==> config.mk <==
export PLATFORM = sky130hd
export DESIGN_NAME = multi_delay_timer
export DESIGN_NICKNAME = d
export VERILOG_FILES = /design/src/rtl/multi_delay_timer.sv
export SDC_FILE = /design/constraint.sdc
export NUM_CORES = 1
export LEC_CHECK = 0
export BUFFER_PORTS_ARGS = -buffer_cell sky130_fd_sc_hd__buf_2
export CAP_MARGIN = 20
export CORE_UTILIZATION = 40
export DETAILED_ROUTE_END_ITERATION = 8
export GPL_TIMING_DRIVEN = 0
export PLACE_DENSITY = 0.53
export SLEW_MARGIN = 25
export SYNTH_ARGS = -nofsm -noshare
export SYNTH_HDL_FRONTEND = slang
export SYNTH_SLANG_ARGS = --single-unit
==> constraint.sdc <==
create_clock -name clk -period 2.6 [get_ports clk]
set_input_delay 0.26 -clock clk [delete_from_list [all_inputs] [get_ports clk]]
set_output_delay 0.26 -clock clk [all_outputs]
set_load 0.02 [all_outputs]
==> src/rtl/multi_delay_timer.sv <==
`default_nettype none
// ============================================================================
// Module   : multi_delay_timer
// Purpose  : CHANNELS independent, runtime-programmable delay timers. Each
//            channel starts (or restarts) on a rising edge of its enable bit
//            and emits a one-cycle done pulse after dly[ch] clock cycles,
//            either once (one-shot) or repeatedly (periodic auto-reload).
// Ports    : clk          - clock, all state on posedge
//            rst_n        - asynchronous active-low reset
//            enable[ch]   - rising edge starts/restarts channel ch
//            cancel[ch]   - level-sensitive abort of channel ch
//            periodic[ch] - 1 = auto-reload at expiry, 0 = one-shot
//            load_valid   - write load_value into dly[load_chan]
//            load_chan    - load target; values >= CHANNELS are ignored
//            load_value   - new delay in clock cycles
//            done[ch]     - one-cycle expiry pulse
//            busy[ch]     - channel counter non-zero
//            any_done     - OR of done, registered alongside done
// Revision : 1.0 - initial release
// ============================================================================
module multi_delay_timer #(
    parameter int CHANNELS     = 4,
    parameter int DELAY_PERIOD = 1000,
    parameter int CYCLE_TIME   = 10,
    parameter int ROUND_MODE   = 0,
    parameter int CNT_WIDTH    = 16,
    parameter int CHAN_W       = (CHANNELS > 1) ? $clog2(CHANNELS) : 1
) (
    input  logic                 clk,
    input  logic                 rst_n,
    input  logic [CHANNELS-1:0]  enable,
    input  logic [CHANNELS-1:0]  cancel,
    input  logic [CHANNELS-1:0]  periodic,
    input  logic                 load_valid,
    input  logic [CHAN_W-1:0]    load_chan,
    input  logic [CNT_WIDTH-1:0] load_value,
    output logic [CHANNELS-1:0]  done,
    output logic [CHANNELS-1:0]  busy,
    output logic                 any_done
);

    localparam int c_DELAY_CYCLE = (ROUND_MODE != 0)
                                 ? (DELAY_PERIOD + CYCLE_TIME - 1) / CYCLE_TIME
                                 : DELAY_PERIOD / CYCLE_TIME;

    localparam logic [CNT_WIDTH-1:0] c_DLY_RST = CNT_WIDTH'(c_DELAY_CYCLE);
    localparam logic [CNT_WIDTH-1:0] c_ONE     = CNT_WIDTH'(1);

    // Shift form avoids overflowing 2**CNT_WIDTH for wide counters.
    generate
        if ((c_DELAY_CYCLE >> CNT_WIDTH) != 0) begin : g_bad_width
            $error("multi_delay_timer: DELAY_CYCLE does not fit in CNT_WIDTH");
        end
    endgenerate

    logic [CHANNELS-1:0] w_done_nxt;

    generate
        for (genvar g = 0; g < CHANNELS; g++) begin : g_ch
            logic [CNT_WIDTH-1:0] r_dly;
            logic [CNT_WIDTH-1:0] r_cnt;
            logic                 r_prev_en;
            logic                 r_done;
            logic [CNT_WIDTH-1:0] w_cnt_nxt;
            logic                 w_edge;
            logic                 w_load_hit;

            assign w_edge = enable[g] & ~r_prev_en;
            // An out-of-range load_chan matches no channel index, so it is
            // dropped without any extra range check.
            assign w_load_hit = load_valid && (load_chan == CHAN_W'(g));

            // Priority: cancel > start edge > count down > expiry.
            // The start reads the registered r_dly, so a load in the same
            // cycle as an edge only affects later starts and reloads.
            always_comb begin
                w_cnt_nxt     = r_cnt;
                w_done_nxt[g] = 1'b0;
                if (cancel[g]) begin
                    w_cnt_nxt = '0;
                end else if (w_edge) begin
                    // A zero delay fires immediately and leaves the counter
                    // idle, so periodic mode cannot free-run at dly = 0.
                    w_cnt_nxt     = r_dly;
                    w_done_nxt[g] = (r_dly == '0);
                end else if (r_cnt > c_ONE) begin
                    w_cnt_nxt = r_cnt - c_ONE;
                end else if (r_cnt == c_ONE) begin
                    w_done_nxt[g] = 1'b1;
                    w_cnt_nxt     = periodic[g] ? r_dly : '0;
                end
            end

            always_ff @(posedge clk or negedge rst_n) begin
                if (!rst_n) begin
                    r_dly     <= c_DLY_RST;
                    r_cnt     <= '0;
                    r_prev_en <= 1'b0;
                    r_done    <= 1'b0;
                end else begin
                    r_prev_en <= enable[g];
                    r_cnt     <= w_cnt_nxt;
                    r_done    <= w_done_nxt[g];
                    if (w_load_hit) begin
                        r_dly <= load_value;
                    end
                end
            end

            assign done[g] = r_done;
            assign busy[g] = (r_cnt != '0);
        end
    endgenerate

    // Registered from the same next-state terms as done, so it lines up
    // with the done pulses instead of lagging them by a cycle.
    logic r_any_done;

    always_ff @(posedge clk or negedge rst_n) begin
        if (!rst_n) begin
            r_any_done <= 1'b0;
        end else begin
            r_any_done <= |w_done_nxt;
        end
    end

    assign any_done = r_any_done;

endmodule
`default_nettype wire

* Yosys cells after proc, flatten, opt, wreduce, memory -nomap -nowiden
Index checks and enable logic that the tools add are counted.
** Operators by class
- Bitwise gates (word level) :: 8
- Multipliers :: 0
- Multiplexer cells :: 36
- Add/sub/neg operators :: 4
- Shifts and indexed selects :: 0
- Reductions and logical operators :: 18
- Div/mod/pow operators :: 0
- Equal/unequal tests :: 7
- Order comparisons :: 4
** Operators with widths (number)
- $mux 16 :: 20
- $eq 16x1->1 const B :: 4
- $gt 16x1->1 const B :: 4
- $logic_not 16->1 :: 4
- $reduce_bool 16->1 :: 4
- $sub 16x1->16 const B :: 4
- $mux 1 :: 16
- $reduce_bool 4->1 :: 4
- $and 1x1->1 :: 4
- $eq 2x2->1 const B :: 2
- $logic_and 1x1->1 :: 4
- $not 1->1 :: 4
- $reduce_or 4->1 :: 1
- $eq 2x1->1 const B :: 1
- $logic_not 2->1 :: 1
** Storage, ports and cells
- Register bits after elaboration :: 137
- RAM bits :: 0
- Logic and storage cells :: 94
- Memories :: 0
- ROM bits :: 0
- Input bits :: 33
- Latch bits :: 0
- Output and inout port bits :: 9

* Longest topological paths before layout
Gate-level depths: netlist of run 1.
- Depth in word-level cells :: 6
- Gate-level depth with buffers :: 9
- Gate-level depth less buffers :: 7

* Worst setup path before layout of run 1
No wires, ideal clock.
- Kind :: flip-flop to flip-flop
- Start point :: register g_ch[2].r_cnt[4]
- End point :: register g_ch[2].r_cnt[5]
- Cell stages (with the launch flop) :: 7
- Setup time :: 0.132 ns
- Arrival :: 2.097 ns
- Period minus slack after synthesis :: 2.229 ns
- Path buffers :: 1
- Required time :: 2.468 ns
- Path slack :: 0.371 ns
- Cell sequence :: dfrtp_1 -> or4_4 -> or4_4 -> o31a_2 -> buf_6 -> a22oi_1 -> nor2_1
** On the way
- Cells in the longest elaborated chain, start to end :: 4
- Elaborated cells between the ends (all ways) :: 7
- Those cells by class :: 1 x add/sub; 1 x order compare; 1 x eq/ne; 3 x mux; 1 x reduce/logical
** Ends and longest elaborated chain
- from (decl) :: line 61 : logic [CNT_WIDTH-1:0] r_cnt;
- from (signal assigned) :: line 102 : r_cnt <= w_cnt_nxt;
- $sub 16x1->16 / $gt 16x1->1 (equally long branches) :: line 87, 86
- $mux 16 :: line 86 : end else if (r_cnt > c_ONE) begin
- $mux 16 :: line 81 : end else if (w_edge) begin
- $mux 16 :: line 79 : if (cancel[g]) begin
Several ways; a longest one is shown, not always the timed one.
A chain may end at the register's enable or synchronous reset.

* Final worst setup path of run 1
- Start point :: register g_ch[2].r_cnt[4]
- End point :: output busy[2]
** On the way
- Cells in the longest elaborated chain, start to end :: 1
** Ends and longest elaborated chain
- $reduce_bool 16->1 :: line 111 : assign busy[g] = (r_cnt != '0);
- to (decl) :: line 38 : output logic [CHANNELS-1:0] busy,
Every way passes these cells.

==> results.txt, run 1 <==
The clock sink count is 137. The average wire per cell in the routed design came out at 18.24 um. The number of buffers on the longest clock path is 2. The count of distinct cell types in the synthesized netlist came out at 53. STA classifies the critical path endpoint as an output pin. The timing-limited maximum frequency came out at 400.6 MHz. The count of TritonRoute iterations in the first routing pass came out at 6. The worst reg-to-reg path cell count came out at 6.

The launch instance of the worst min-delay path is cancel[0]. The via count of the first global-routing pass came out at 5078. The max-slew violation total from the final report is 0. The total wire length is 17060 um. The area fraction in compound gates after synthesis is 0.1086. The final setup TNS is 0 ns. The worst-path maximum fanout is 5. The fraction of registers with async set or reset after synthesis came out at 1.000. The register-to-register setup slack is 0.16 ns. The ratio of total power to cell area came out at 1284 mW/mm^2. The y dimension of the die came out at 133.7 um. The count of input and output buffers is 41. Each instance of the synthesized netlist takes up on average 10.90 sq um. The delay of the slowest cell on the worst path is 0.59 ns.

After clock tree synthesis, the clock-pin slew on the worst setup and hold paths is 0.06 ns. The layout cell share with drive strength beyond 1 came out at 0.2587. For this design, the slowest cell found on the critical path is or4_4. The run finished with clean final reports. The number of antenna diodes came out at 0. The final total power came out at 0.01043 W. The XOR/XNOR share of the synthesized area is 0.06315. Of the total synthesized cell area, the portion taken by AND, OR, NAND and NOR gates is 0.1792.

In this design, the largest share of critical-path delay is due to simple AND/OR/NAND/NOR gates. Row generation in the floorplan step produced 47 rows. In the global route stage, overall resource usage came out at 0.2009. The number of vias in the routed layout came out at 5227. The wire-length estimate of the detail-placed layout is 12030 um. The number of cells produced by synthesis is 636. The pin count of the biggest net entering global routing is 74.

The reported max-cap violation count came out at 0. The number of vias per cell after detailed routing came out at 5.590. The number of failing setup endpoints in the final timing report came out at 0.

During I/O placement, the number of pins put on the boundary was 42. The filler cells instantiated in the layout total 1555. The largest clock skew in the final design is 0.007253 ns. Yosys mapped a number of flops with a built-in enable equal to 0.

The analysis attributes to cell leakage a power of 3.455 nW. Routability-driven placement finished with a final weighted congestion of 0.8263. The most numerous cell type found on the critical path is or4_4. The number of buffers created by CTS came out at 17. The root buffer cell is clkbuf_16. The share of synthesized area occupied by flip-flops and latches is 0.4966. For this configuration, the core starts out at a cell density of 0.4137. Of the total synthesized cell area, the portion taken by full adders, half adders and majority gates is 0.01985. The worst setup path category is register to output pin. The maximum vdd drop came out at 0.4781 mV. The number of nets still failing antenna checks after routing is 0. The core outline area came out at 0.01676 sq mm. The startpoint identified for the worst register-to-register timing path is g_ch[2].r_cnt[4]$_DFFE_PN0P_. The relative max-transition margin came out at 0.5246. Synthesis produced a netlist with a net count of 680. The insertion delay of the later-clocked pin in the worst-skew pair came out at 0.41 ns. Summing every instance area after synthesis gives 0.006934 sq mm.

The most used flip-flop cell after synthesis is dfrtp_1. The path with the worst hold slack has its endpoint at g_ch[0].r_cnt[0]$_DFFE_PN0P_. STA classifies the critical path startpoint as a register. At the pin with the least slew margin, the transition time is 0.7073 ns. The minimum period implied by the final worst setup slack came out at 2.496 ns.

The main combinational cell family by area after synthesis is simple AND/OR/NAND/NOR gates. Counting instances, the worst hold path has a depth of 2. The arrival time of data at the critical path endpoint came out at 2.24 ns. For this run, the post-layout net count is 746. The first global-routing pass estimated 27500 um of wire.

The residual DRC count is 0. The floorplan die width is 133.7 um. The path class of the tightest hold or removal check is input port to register.

The count of final hold-check violations came to 0. TritonCTS built the clock tree. The die outline area came out at 0.01787 sq mm.

The signal on the critical path passes through or4_4 -> or4_4 -> nor2_4 -> nand2_1 -> buf_2. The residual overflow from global routing came out at 0. The area growth from synthesis to layout is 17.18%. After synthesis, the share of cell area in mux cells is 0.1039. The detailed router's first-iteration violation count came out at 306. The worst register-to-register path ends at g_ch[2].r_cnt[1]$_DFFE_PN0P_.

The required time at the worst-slack endpoint is 2.34 ns. The count of state elements after synthesis is 137. The buffering stage count on the worst path with inverters included came out at 1. The level count of the clock H-tree came out at 4. The final clock period utilization by the worst path came out at 0.9602. Setup repair after global routing left no endpoint under its margin. The total number of yosys warnings came out at 0.

The number of antenna violations at the first check in global routing is 1.
-- kinds of logic (layout without fill, tap and decap cells) --
| family | count (synthesis) | in the layout |
|---|---|---|
| AND/OR/NAND/NOR | 234 | 234 |
| buffers and inverters | 41 | 120 |
| adder cells (fa/ha/maj) | 11 | 11 |
| AO/OA/AOI/OAI | 99 | 99 |
| multiplexers | 64 | 64 |
| flip-flops | 137 | 137 |
| XOR/XNOR | 50 | 50 |
-- final cells by class --
type                            count  area, sq um  area share
Buffer                             26        143.9     0.01771
Sequential cell                   137         3443      0.4238
Clock inverter                     10        106.4     0.01309
Timing Repair Buffer               48        300.3     0.03696
Multi-Input combinational cell    458         3359      0.4135
Tap cell                          220        275.3     0.03388
Clock buffer                       22        444.2     0.05467
Inverter                           14        52.55    0.006468
-- cell usage in the layout (no fill, tap or decap), types with 6 or more instances in the layout --
master | netlist | layout
nand4_1 | 8 | 8
clkbuf_1 | 12 | 15
xor2_1 | 14 | 14
clkbuf_16 | 0 | 17
dfrtp_1 | 125 | 125
dfstp_2 | 12 | 12
a21oi_1 | 8 | 7
ha_1 | 11 | 11
buf_4 | 6 | 7
clkinv_2 | 0 | 6
a221oi_1 | 6 | 6
nand3b_1 | 7 | 7
nand3_1 | 19 | 19
nand2_1 | 32 | 32
nand2b_1 | 8 | 8
nor4_1 | 30 | 25
nor3b_1 | 8 | 6
xnor2_1 | 36 | 36
inv_1 | 14 | 14
nor2_1 | 74 | 73
mux2_2 | 64 | 64
o21ai_0 | 9 | 9
a22oi_1 | 51 | 51
buf_2 | 6 | 46
nor3_1 | 19 | 19
-- worst register-to-register path, cell delays in order, from the launching register on --
cell and delay [ns]:
dfrtp_1 0.42, or4_4 0.59, or4_4 0.48, o31ai_4 0.44, buf_6 0.22, nand3_2 0.09, a31oi_2 0.13
-- power breakdown --
group	leakage, nW	internal (W)	switching [W]
logic	1.48	0.00206	0.00254
clock network	0.271	0.00140	0.000900
registers	1.71	0.00280	0.000731
total	3.46	0.00626	0.00418
-- repair_timing --
item | 4_1_cts | 5_1_grt
setup endpoints to repair | 6 | 43
hold endpoints to repair | 70 | 0
pin swaps | 0 | 2
buffers inserted | 0 | 1
resized for setup | 2 | 9
hold buffers | 5 | 0
-- cells in the mapped netlist, drive strengths merged, types with 9 or more instances --
library cell    n  area share
a22oi          51       0.055
buf            15       0.015
clkbuf         12      0.0065
dfrtp         125        0.45
dfstp          12       0.045
ha             11       0.020
inv            14      0.0076
mux2           64        0.10
nand2          32       0.017
nand3          20       0.015
nor2           74       0.040
nor3           19       0.014
nor4           32       0.033
o21ai           9      0.0065
xnor2          36       0.045
xor2           14       0.018
-- per-stage QoR --
step	std cells	setup WS (ns)	area, sq um	hold WS [ns]	utilization
3_5_place_dp	898	0.02362	7452	0.2718	0.4446
3_3_place_gp	897	-0.6980	7415	0.3794	0.4424
5_1_grt	935	0.01738	8125	0.07306	0.4848
2_1_floorplan	636	0.3710	6934	-0.03559	-
6_report	935	0.1035	8125	0.09025	0.4848
4_1_cts	935	0.01709	8064	0.06283	0.4812
-- worst max-delay path by stage --
stage / from / end / slack [ns] / depth (start not counted)
after detailed placement: g_ch[0].r_cnt[12]$_DFFE_PN0P_ / g_ch[0].r_cnt[14]$_DFFE_PN0P_ / 0.02 / 7
after global routing: g_ch[1].r_cnt[11]$_DFFE_PN0P_ / g_ch[1].r_cnt[14]$_DFFE_PN0P_ / 0.02 / 7
after CTS: g_ch[2].r_cnt[4]$_DFFE_PN0P_ / busy[2] / 0.02 / 5
after global placement: rst_n / g_ch[0].r_cnt[15]$_DFFE_PN0P_ / -0.70 / 1
final: g_ch[2].r_cnt[4]$_DFFE_PN0P_ / busy[2] / 0.10 / 5
after floorplan: g_ch[2].r_cnt[4]$_DFFE_PN0P_ / g_ch[2].r_cnt[5]$_DFFE_PN0P_ / 0.37 / 6
-- state kept, by name, summed over array words and instances (netlist names) --
register        cells
g_ch.r_cnt         64
g_ch.r_dly         64
g_ch.r_done         4
g_ch.r_prev_en      4
any_done            1
-- metal layers --
layer  up-vias  share of wire  GRT usage
met3        14          0.031    0.04262
met2        89           0.49     0.3200
met5         -              0          0
li1       2462              -          -
met1      2662           0.47     0.2765
met4         0          0.011    0.05492
(Power assumes the default switching activity.)
==> inputs of run 2 (changes only) <==
--- a/config.mk
+++ b/config.mk
@@ -8,6 +8,7 @@
 export BUFFER_PORTS_ARGS = -buffer_cell sky130_fd_sc_hd__buf_2
 export CAP_MARGIN = 20
 export CORE_UTILIZATION = 40
+export CTS_BUF_LIST = sky130_fd_sc_hd__clkbuf_4
 export DETAILED_ROUTE_END_ITERATION = 8
 export GPL_TIMING_DRIVEN = 0
 export PLACE_DENSITY = 0.53
==> run 2 against run 1 <==
Compared with the run above: first-iteration DRC count rose by 0.98%; register-to-register slack got worse by 0.02 ns; cell count rose by 1.6%; count of clock-buffer cells in the layout did not move; clock skew rose by 0.010 ns; final area fell by 1.9%; total power fell by 7.0%; non-clock buffer count rose by 14; clock power fell by 40%; sequential share of layout area rose by 0.81 points; setup slack got worse by 0.021 ns; die area did not move.
==> results.txt, run 2 (synthesized netlist as in run 1, its figures left out) <==
The run finished with clean final reports. The initial cell density of the core is 0.4137 (unchanged). The number of failing setup endpoints in the final timing report was 0 (unchanged). The via count of the first global-routing pass is 5056 (-0.43%). The overall routing resource usage is 0.1996 (-0.001257). The max-slew violation total from the final report came out at 0 (unchanged). The final clock period utilization by the worst path is 0.9681 (+0.007950).

The floorplan die width is 133.7 um (unchanged). The reported max-cap violation count came out at 0 (unchanged). The insertion delay of the later-clocked pin in the worst-skew pair is 0.53 ns (+0.12 ns). The timing-limited maximum frequency is 397.3 MHz (-0.82%). Leaving out fill and tap cells, the most frequent cells in the layout are dfrtp_1 (125), nor2_1 (73), mux2_2 (64), a22oi_1 (51), buf_2 (45).

The worst setup path is launched from a register. The cell leakage power came out at 3.411 nW (-1.3%). The ratio of total power to cell area is 1217 mW/mm^2 (-5.2%). The largest clock skew in the final design is 0.01766 ns (+0.01041 ns). The pin count of the biggest net entering global routing is 74 (unchanged).

The number of nets still failing antenna checks after routing came out at 0 (unchanged). The layout cell share with drive strength beyond 1 is 0.2757 (+0.01698). The worst min-delay path category is input port to register. The I/O pin total came out at 42 (unchanged). The layout overhead on the synthesized area is 14.98%. The count of final hold-check violations is 0 (unchanged). The minimum period implied by the final worst setup slack came out at 2.517 ns (+0.02067 ns).

The level count of the clock H-tree is 4 (unchanged). The clock-pin slew reported for the worst setup and hold paths after clock tree synthesis is 0.12 ns (+0.06 ns). The register area came out at 0.003443 sq mm (unchanged).

The net count reported at finish is 760 (+1.9%). The worst-path maximum fanout came out at 3 (-2). The y dimension of the die was 133.7 um (unchanged). The die outline area is 0.01787 sq mm (unchanged).

The setup path with the least slack is of type register to output pin. The slew of the pin with the lowest slew margin is 0.7190 ns (+0.01175 ns). The category of the worst setup path capture point is an output pin. The total wire length is 17070 um (about the same). The worst hold margin is 0.04338 ns (-0.04687 ns). The area used by multi-input combinational logic was 0.003359 sq mm (unchanged). The relative max-transition margin is 0.5170 (-0.007600). The clock sink count is 137 (unchanged). The number of rows in the core area came out at 47 (unchanged).

The summed area of non-filler cells in the final layout is 0.007973 sq mm (-1.9%). The arrival time of data at the critical path endpoint is 2.26 ns (+0.02 ns). The library cell used most frequently in the layout, excluding fill and tap cells, is dfrtp_1. The core occupancy in the finished layout was 0.4757 (-0.009108). The required time at the worst-slack endpoint is 2.34 ns (about the same). The final setup TNS came out at 0 ns (unchanged). The residual DRC count is 0 (unchanged). The number of vias in the routed layout is 5254 (+0.52%). The largest registers in the layout are g_ch.r_cnt x64, g_ch.r_dly x64. The residual overflow from global routing came out at 0 (unchanged).

Setup repair after global routing could not meet its margin everywhere. The number of antenna violations at the first check in global routing is 2 (+1). The number of buffers created by CTS is 17 (unchanged). The weighted congestion reported at the end of routability-driven placement is 0.8263 (unchanged). The detailed router's first-iteration violation count is 309 (+0.98%). The count of input and output buffers came out at 41 (unchanged). The TritonCTS clock tree is built. The number of vias per cell after detailed routing was 5.531 (-1.1%). The worst reg-to-reg path cell count came out at 7 (+1). The core outline area came out at 0.01676 sq mm (unchanged). The instance area after placement was 0.007452 sq mm (unchanged). The count of cells along the worst hold path was 2 (unchanged). The maximum vdd drop was 0.4377 mV (-8.4%). The average wire per cell in the routed design came out at 17.96 um (-1.5%). The number of buffers on the longest clock path is 2 (unchanged). The global-route wire length before repair is 27280 um (-0.78%). The final total power was 0.009705 W (-7.0%). The count of TritonRoute iterations in the first routing pass came out at 5 (-1). The number of fill cells in the layout is 1579 (+1.5%). The final HPWL from detailed placement is 12030 um (unchanged).

The tree is rooted in a clkbuf_4.
-- run 2: cell types whose count changed in the layout (fill, tap and decap cells not counted), sizes merged --
cell | before | now
diode | 0 | 1
buf | 58 | 67
dlygate4sd3 | 5 | 10
-- run 2: final cells by class --
cell class / count / share of cell area
tap: 220 / 0.03453
inverter: 14 / 0.006591
multi-input combinational: 458 / 0.4214
buffer: 26 / 0.01805
timing repair buffer: 62 / 0.05320
antenna: 1 / 0.0003139
clock inverter: 10 / 0.01334
clock buffer: 22 / 0.02072
sequential: 137 / 0.4319
-- run 2: final timing paths --
check	start	end	slack [ns]
hold / removal	load_value[14]	g_ch[1].r_dly[14]$_DFFE_PN0P_	0.04
max in group asynchronous	rst_n	g_ch[0].r_dly[6]$_DFFE_PN1P_	1.55
hold reg to reg	g_ch[3].r_dly[15]$_DFFE_PN0P_	g_ch[3].r_cnt[15]$_DFFE_PN0P_	0.55
min in group asynchronous	rst_n	g_ch[2].r_cnt[0]$_DFFE_PN0P_	0.27
setup / recovery	g_ch[2].r_cnt[4]$_DFFE_PN0P_	busy[2]	0.08
setup reg to reg	g_ch[2].r_cnt[4]$_DFFE_PN0P_	g_ch[2].r_cnt[1]$_DFFE_PN0P_	0.14
-- run 2: worst max-delay path: stages, from the launching register on --
cell and delay [ns]:
dfrtp_1 0.40, or4_4 0.54, or4_4 0.45, nor2_4 0.15, nand2_2 0.06, buf_6 0.13
-- run 2: stage by stage --
step | cells | worst slack (ns)
final | 950 | 0.08287
after global routing | 950 | -0.03234
after CTS | 944 | -0.02574
after detailed placement | 898 | 0.02362
after global placement | 897 | -0.6980
after floorplan | 636 | 0.3710
-- run 2: power by group --
part / switching, W / internal (W) / leakage (nW)
clock: 0.000778 / 0.000616 / 0.157
sequential: 0.000724 / 0.00279 / 1.71
combinational: 0.00258 / 0.00222 / 1.55
-- run 2: per-layer routing --
layer | vias up | wire [um] | share of wire | GRT usage
met5 | - | 0 | 0 | 0
met2 | 98 | 8200 | 0.48 | 0.3206
met1 | 2644 | 8106 | 0.47 | 0.2742
met3 | 14 | 595 | 0.035 | 0.04452
li1 | 2498 | - | - | -
met4 | 0 | 164 | 0.0096 | 0.04672
-- run 2: repair_timing --
item	4_1_cts	5_1_grt
buffers inserted	5	5
hold buffers	9	1
pin swaps	2	6
resized for setup	5	9
setup endpoints to repair	9	47
gates cloned	0	0
hold endpoints to repair	78	2
